## src/rtl/svi_rr_scheduler.sv

```systemverilog
// Round-robin scheduler that shares one valid/ready consumer between SIZE
// requesters. The winner's payload is captured and held until it is accepted.
module svi_rr_scheduler #(
  parameter int SIZE  = 8,
  parameter int IDX_W = $clog2(SIZE)
) (
  input  logic              i_clk,
  input  logic              i_rst,
  input  logic [SIZE-1:0]   i_req,
  input  logic [SIZE-1:0]   i_mask,
  input  logic [SIZE-1:0]   i_a,
  input  logic [SIZE-1:0]   i_b,
  input  logic              i_ready,
  output logic              o_valid,
  output logic              o_a,
  output logic              o_b,
  output logic [IDX_W-1:0]  o_idx,
  output logic [SIZE-1:0]   o_gnt,
  output logic [15:0]       o_xfer_cnt
);

  typedef enum logic {
    IDLE = 1'b0,
    BUSY = 1'b1
  } state_t;

  localparam logic [IDX_W:0]   SIZE_X = (IDX_W+1)'(SIZE);
  localparam logic [IDX_W-1:0] LAST   = IDX_W'(SIZE - 1);

  state_t           state;
  state_t           state_next;
  logic [IDX_W-1:0] ptr;
  logic             hs;
  logic [SIZE-1:0]  elig;
  logic [IDX_W:0]   cand;
  logic             sel_found;
  logic [IDX_W-1:0] sel_idx;
  logic [IDX_W-1:0] ptr_next;
  logic [SIZE-1:0]  gnt_next;
  logic             load_grant;
  logic             clear_out;

  assign hs = o_valid & i_ready;

  // The requester being accepted this cycle may not win again on the same edge.
  assign elig = i_req & ~i_mask & ~(hs ? o_gnt : '0);

  // Scan from the highest offset down so the last hit is the one closest to ptr.
  always_comb begin
    cand      = '0;
    sel_found = 1'b0;
    sel_idx   = '0;
    for (int i = SIZE - 1; i >= 0; i--) begin
      cand = {1'b0, ptr} + (IDX_W+1)'(i);
      if (cand >= SIZE_X) begin
        cand = cand - SIZE_X;
      end
      if (elig[cand[IDX_W-1:0]]) begin
        sel_found = 1'b1;
        sel_idx   = cand[IDX_W-1:0];
      end
    end
  end

  always_comb begin
    gnt_next          = '0;
    gnt_next[sel_idx] = 1'b1;
    ptr_next          = (sel_idx == LAST) ? '0 : sel_idx + IDX_W'(1);
  end

  always_ff @(posedge i_clk) begin
    if (i_rst) begin
      state <= IDLE;
    end else begin
      state <= state_next;
    end
  end

  always_comb begin
    state_next = state;
    load_grant = 1'b0;
    clear_out  = 1'b0;
    case (state)
      IDLE: begin
        if (sel_found) begin
          load_grant = 1'b1;
          state_next = BUSY;
        end
      end
      BUSY: begin
        if (hs) begin
          if (sel_found) begin
            load_grant = 1'b1;
          end else begin
            clear_out  = 1'b1;
            state_next = IDLE;
          end
        end
      end
      default: begin
        state_next = IDLE;
      end
    endcase
  end

  // Output registers only change on a new grant or when the last transfer drains.
  always_ff @(posedge i_clk) begin
    if (i_rst) begin
      ptr        <= '0;
      o_valid    <= 1'b0;
      o_a        <= 1'b0;
      o_b        <= 1'b0;
      o_idx      <= '0;
      o_gnt      <= '0;
      o_xfer_cnt <= '0;
    end else begin
      if (hs) begin
        o_xfer_cnt <= o_xfer_cnt + 16'd1;
      end
      if (load_grant) begin
        ptr     <= ptr_next;
        o_valid <= 1'b1;
        o_a     <= i_a[sel_idx];
        o_b     <= i_b[sel_idx];
        o_idx   <= sel_idx;
        o_gnt   <= gnt_next;
      end else if (clear_out) begin
        o_valid <= 1'b0;
        o_a     <= 1'b0;
        o_b     <= 1'b0;
        o_idx   <= '0;
        o_gnt   <= '0;
      end
    end
  end

endmodule
```

## config.mk

```make
export PLATFORM = sky130hd
export DESIGN_NAME = svi_rr_scheduler
export DESIGN_NICKNAME = d
export VERILOG_FILES = /design/src/rtl/svi_rr_scheduler.sv
export SDC_FILE = /design/constraint.sdc
export NUM_CORES = 1
export LEC_CHECK = 0
export BUFFER_PORTS_ARGS = -buffer_cell sky130_fd_sc_hd__buf_2
export CORE_UTILIZATION = 54
export CTS_BUF_LIST = sky130_fd_sc_hd__clkbuf_8
export CTS_CLUSTER_DIAMETER = 50
export CTS_CLUSTER_SIZE = 20
export DETAILED_ROUTE_END_ITERATION = 6
export PLACE_DENSITY_LB_ADDON = 0.3
export SLEW_MARGIN = 15
export SYNTH_ARGS = -nofsm -noshare
export SYNTH_HDL_FRONTEND = slang
export SYNTH_SLANG_ARGS = --single-unit
```

## constraint.sdc

```tcl
create_clock -name i_clk -period 9 [get_ports i_clk]
set_clock_uncertainty 0.15 [all_clocks]
set_input_delay 1.8 -clock i_clk [delete_from_list [all_inputs] [get_ports i_clk]]
set_output_delay 1.8 -clock i_clk [all_outputs]
set_load 0.005 [all_outputs]
```

==> reports/qor.txt <==
run status -> complete, no violations
setup bufs post-CTS -> 0
num rows -> 25
count of mapped cells out of synthesis -> 333
filler instances -> 435
total global routing track utilization -> 27.6%
sum of overflow across all layers after global routing -> 0
Wirelength per Cell -> 15.7 µm
worst skew pair latency -> 0.28 ns
Worst R2R Start -> ptr[0]
number of buffers inserted for hold repair after clock tree synthesis -> 0
max-cap violation count -> 0
number of cells traversed by the worst register-to-register path -> 12
Residual DRC -> 0
Max-Slew Margin vs Limit -> 46.3%
nets in the synthesized netlist -> 372
critical path class -> flop to flop
worst setup slack for register-to-register paths -> 4.02 ns
clock sink count -> 34
worst slack on hold paths -> 0.339 ns
flip-flop cell with the highest count after synthesis -> sky130_fd_sc_hd__dfxtp_1
final setup TNS -> 0 ns
cell at the slowest stage of the critical path -> sky130_fd_sc_hd__dfxtp_1
Worst path max stage delay -> 0.84 ns
final hold viol count -> 0
Antenna diodes -> 0
slew at the pin with the worst max-slew slack -> 0.804 ns
setup violation total in the final timing report -> 0
Power Total -> 1.08 mW
Post-Route WL -> 7080 µm
First-pass DRT Iterations -> 5
HP Class -> flop to flop
cell type group with the largest total delay on the critical path -> multiplexers
number of vias per cell -> 6.07
RD Place Congestion -> 0.893
total stage count of the critical path -> 12
Num CTS Buffers -> 5
final std cell area, no fill -> 3110 µm²
critical path capture point type -> flop
Arr. time, crit path -> 5.04 ns
# nets final -> 421
Clk pin slew, worst setup/hold paths -> 0.07 ns
post-cts resize count -> 0
routed via count -> 2,732
Worst VDD drop -> 0.000148 V
per-instance average area after synthesis -> 8.17 µm²
cell area reported after detailed placement -> 3020 µm²
clock tree from TritonCTS -> yes
Detailed Route Iter0 Violations -> 229
count of final max-slew check failures -> 0
category of the worst setup path launch point -> flop
Port Buffer Count -> 64
global-route wire length before repair -> 11,300 µm
synth-to-layout area growth -> 14.4%
number of antenna violations at the first check in global routing -> 0
Initial Utilization -> 56.8%
Synth Cell Area -> 2720 µm²
EDFF count, synth -> 0
height of the die -> 73.0 µm
async set or reset register ratio after synthesis -> 0%
share of the synthesized area in the top cell type -> 25.0%
root buffer cell -> sky130_fd_sc_hd__clkbuf_8
Power per Cell Area -> 345 nW/µm²
detailed placer's ending HPWL -> 5300 µm
Yosys warning count -> 0
highest net fanout along the worst path -> 23
setup repair after global routing missed its margin -> no
CP bufs+invs -> 2
area of the core region -> 4790 µm²
data required time at the worst endpoint -> 9.06 ns
part of the Yosys area used for sequential elements -> 25.0%
leakage power of the design -> 1.36 nW
share of cells above drive strength 1 -> 24.5%
minimum clock period -> 4.98 ns
flops & latches, synth -> 34
maximum level of the CTS H-tree -> 2
vias in the first global route -> 2,435
top achievable clock speed -> 201 MHz
largest buffer count on any clock path -> 2
FF-to-FF End -> o_b
leading post-synthesis cells by cell area -> sky130_fd_sc_hd__dfxtp_1, sky130_fd_sc_hd__nor2_1, sky130_fd_sc_hd__mux4_2
pin count of the biggest net entering global routing -> 36
worst setup path endpoint -> o_b
top cell type by total area after synthesis -> sky130_fd_sc_hd__dfxtp_1
Critical Path, Cell by Cell -> inv_1 -> ha_1 -> nor3b_1 -> a32oi_1 -> inv_1 -> mux4_2 -> mux2_2 -> o21ai_1 -> a31oi_4 -> mux2i_1 -> mux4_2 -> o22ai_1
area enclosed by the die boundary -> 5330 µm²
count of antenna-violating nets left after detailed routing -> 0
x dimension of the die -> 73.0 µm
first element of the critical path -> ptr[0]
I/O pin total -> 65
Tcrit/Tclk final -> 55.3%
number of distinct library cells after synthesis -> 59
-- registers in the layout, summed over array words and instances, names as in the netlist --
name and cells:
o_b 1, o_gnt 8, o_valid 1, o_a 1
state 1, o_xfer_cnt 16, o_idx 3, ptr 3
-- power by group --
group          leakage [nW]  switching (mW)  internal [mW]  total, mW
registers             0.277          0.0582          0.183      0.241
logic                  1.04           0.394          0.320      0.714
clock network        0.0472          0.0585         0.0615      0.120
-- kinds of logic after synthesis --
| group | count (synthesis) | share of synthesized area [%] |
|---|---|---|
| simple gates | 144 | 28.6 |
| compound gates | 71 | 19.6 |
| buf+inv | 35 | 5.84 |
| flops | 34 | 25.0 |
| mux | 24 | 12.4 |
| xor+xnor | 21 | 6.76 |
| fa+ha+maj | 4 | 1.84 |
-- area by class of cell --
| class | count | area [µm²] | share of cell area, % |
|---|---|---|---|
| Clock buffer | 6 | 82.6 | 2.65 |
| Tap cell | 67 | 83.8 | 2.69 |
| Multi-Input combinational cell | 264 | 1880 | 60.4 |
| Sequential cell | 34 | 681 | 21.9 |
| Clock inverter | 2 | 12.5 | 0.402 |
| Inverter | 12 | 45.0 | 1.45 |
| Timing Repair Buffer | 65 | 328 | 10.5 |
-- worst min path at each step --
stage,slack (ns),startpoint,endpoint,depth (start not counted)
finish,0.34,o_idx[0],o_idx[0],2
global route,0.37,o_idx[0],o_idx[0],2
CTS,0.34,o_b,o_b,2
detailed placement,0.33,o_b,o_b,2
global placement,0.32,o_idx[0],o_idx[0],2
floorplan,0.31,o_a,o_a,2
-- stage by stage --
stage	util (%)	setup WS [ns]	std cells
6_report	65.0	4.02	450
5_1_grt	65.0	3.74	450
4_1_cts	65.0	4.09	450
3_5_place_dp	63.1	3.91	442
3_3_place_gp	63.1	4.02	442
2_1_floorplan	-	4.45	333
-- cell usage after synthesis (all sizes together) (8+ instances only) --
master and n:
mux2i 14, buf 9, o22ai 8, nand2 22, xor2 15, a21oi 12
nor2 42, clkbuf 14, nand3 17, a22oi 12, inv 12, dfxtp 34
and3 14
-- metal layers --
metal / wire length, µm / global-route usage, %
met2: 3390 / 45.3
met1: 3050 / 35.0
met4: 176 / 11.5
met3: 454 / 6.49
met5: 0 / 0
-- worst register-to-register path, cell delays in order (launching register included) --
cell and delay, ns:
sky130_fd_sc_hd__dfxtp_1 0.84, sky130_fd_sc_hd__inv_1 0.44, sky130_fd_sc_hd__ha_1 0.80, sky130_fd_sc_hd__nor3b_1 0.12, sky130_fd_sc_hd__a32oi_1 0.34, sky130_fd_sc_hd__inv_1 0.08, sky130_fd_sc_hd__mux4_2 0.52, sky130_fd_sc_hd__mux2_2 0.27
sky130_fd_sc_hd__o21ai_1 0.09, sky130_fd_sc_hd__a31oi_4 0.47, sky130_fd_sc_hd__mux2i_1 0.14, sky130_fd_sc_hd__mux4_2 0.49, sky130_fd_sc_hd__o22ai_1 0.16
-- cell usage in the layout (no fill, tap or decap), types with 4 or more instances in the layout --
cell type,n
sky130_fd_sc_hd__o32ai_1,4
sky130_fd_sc_hd__clkbuf_8,6
sky130_fd_sc_hd__nand2_1,22
sky130_fd_sc_hd__and3_1,13
sky130_fd_sc_hd__a32oi_1,6
sky130_fd_sc_hd__nor2_1,42
sky130_fd_sc_hd__buf_2,64
sky130_fd_sc_hd__nand3b_1,7
sky130_fd_sc_hd__o22ai_1,8
sky130_fd_sc_hd__nand3_1,17
sky130_fd_sc_hd__mux2i_1,13
sky130_fd_sc_hd__xor2_1,15
sky130_fd_sc_hd__nand2b_1,7
sky130_fd_sc_hd__xnor2_1,6
sky130_fd_sc_hd__a21oi_1,12
sky130_fd_sc_hd__ha_1,4
sky130_fd_sc_hd__inv_1,11
sky130_fd_sc_hd__nor3b_1,7
sky130_fd_sc_hd__a22oi_1,12
sky130_fd_sc_hd__dfxtp_1,34
sky130_fd_sc_hd__mux4_2,6
sky130_fd_sc_hd__nor2b_1,4
sky130_fd_sc_hd__nor3_1,4
(Power assumes the default switching activity.)
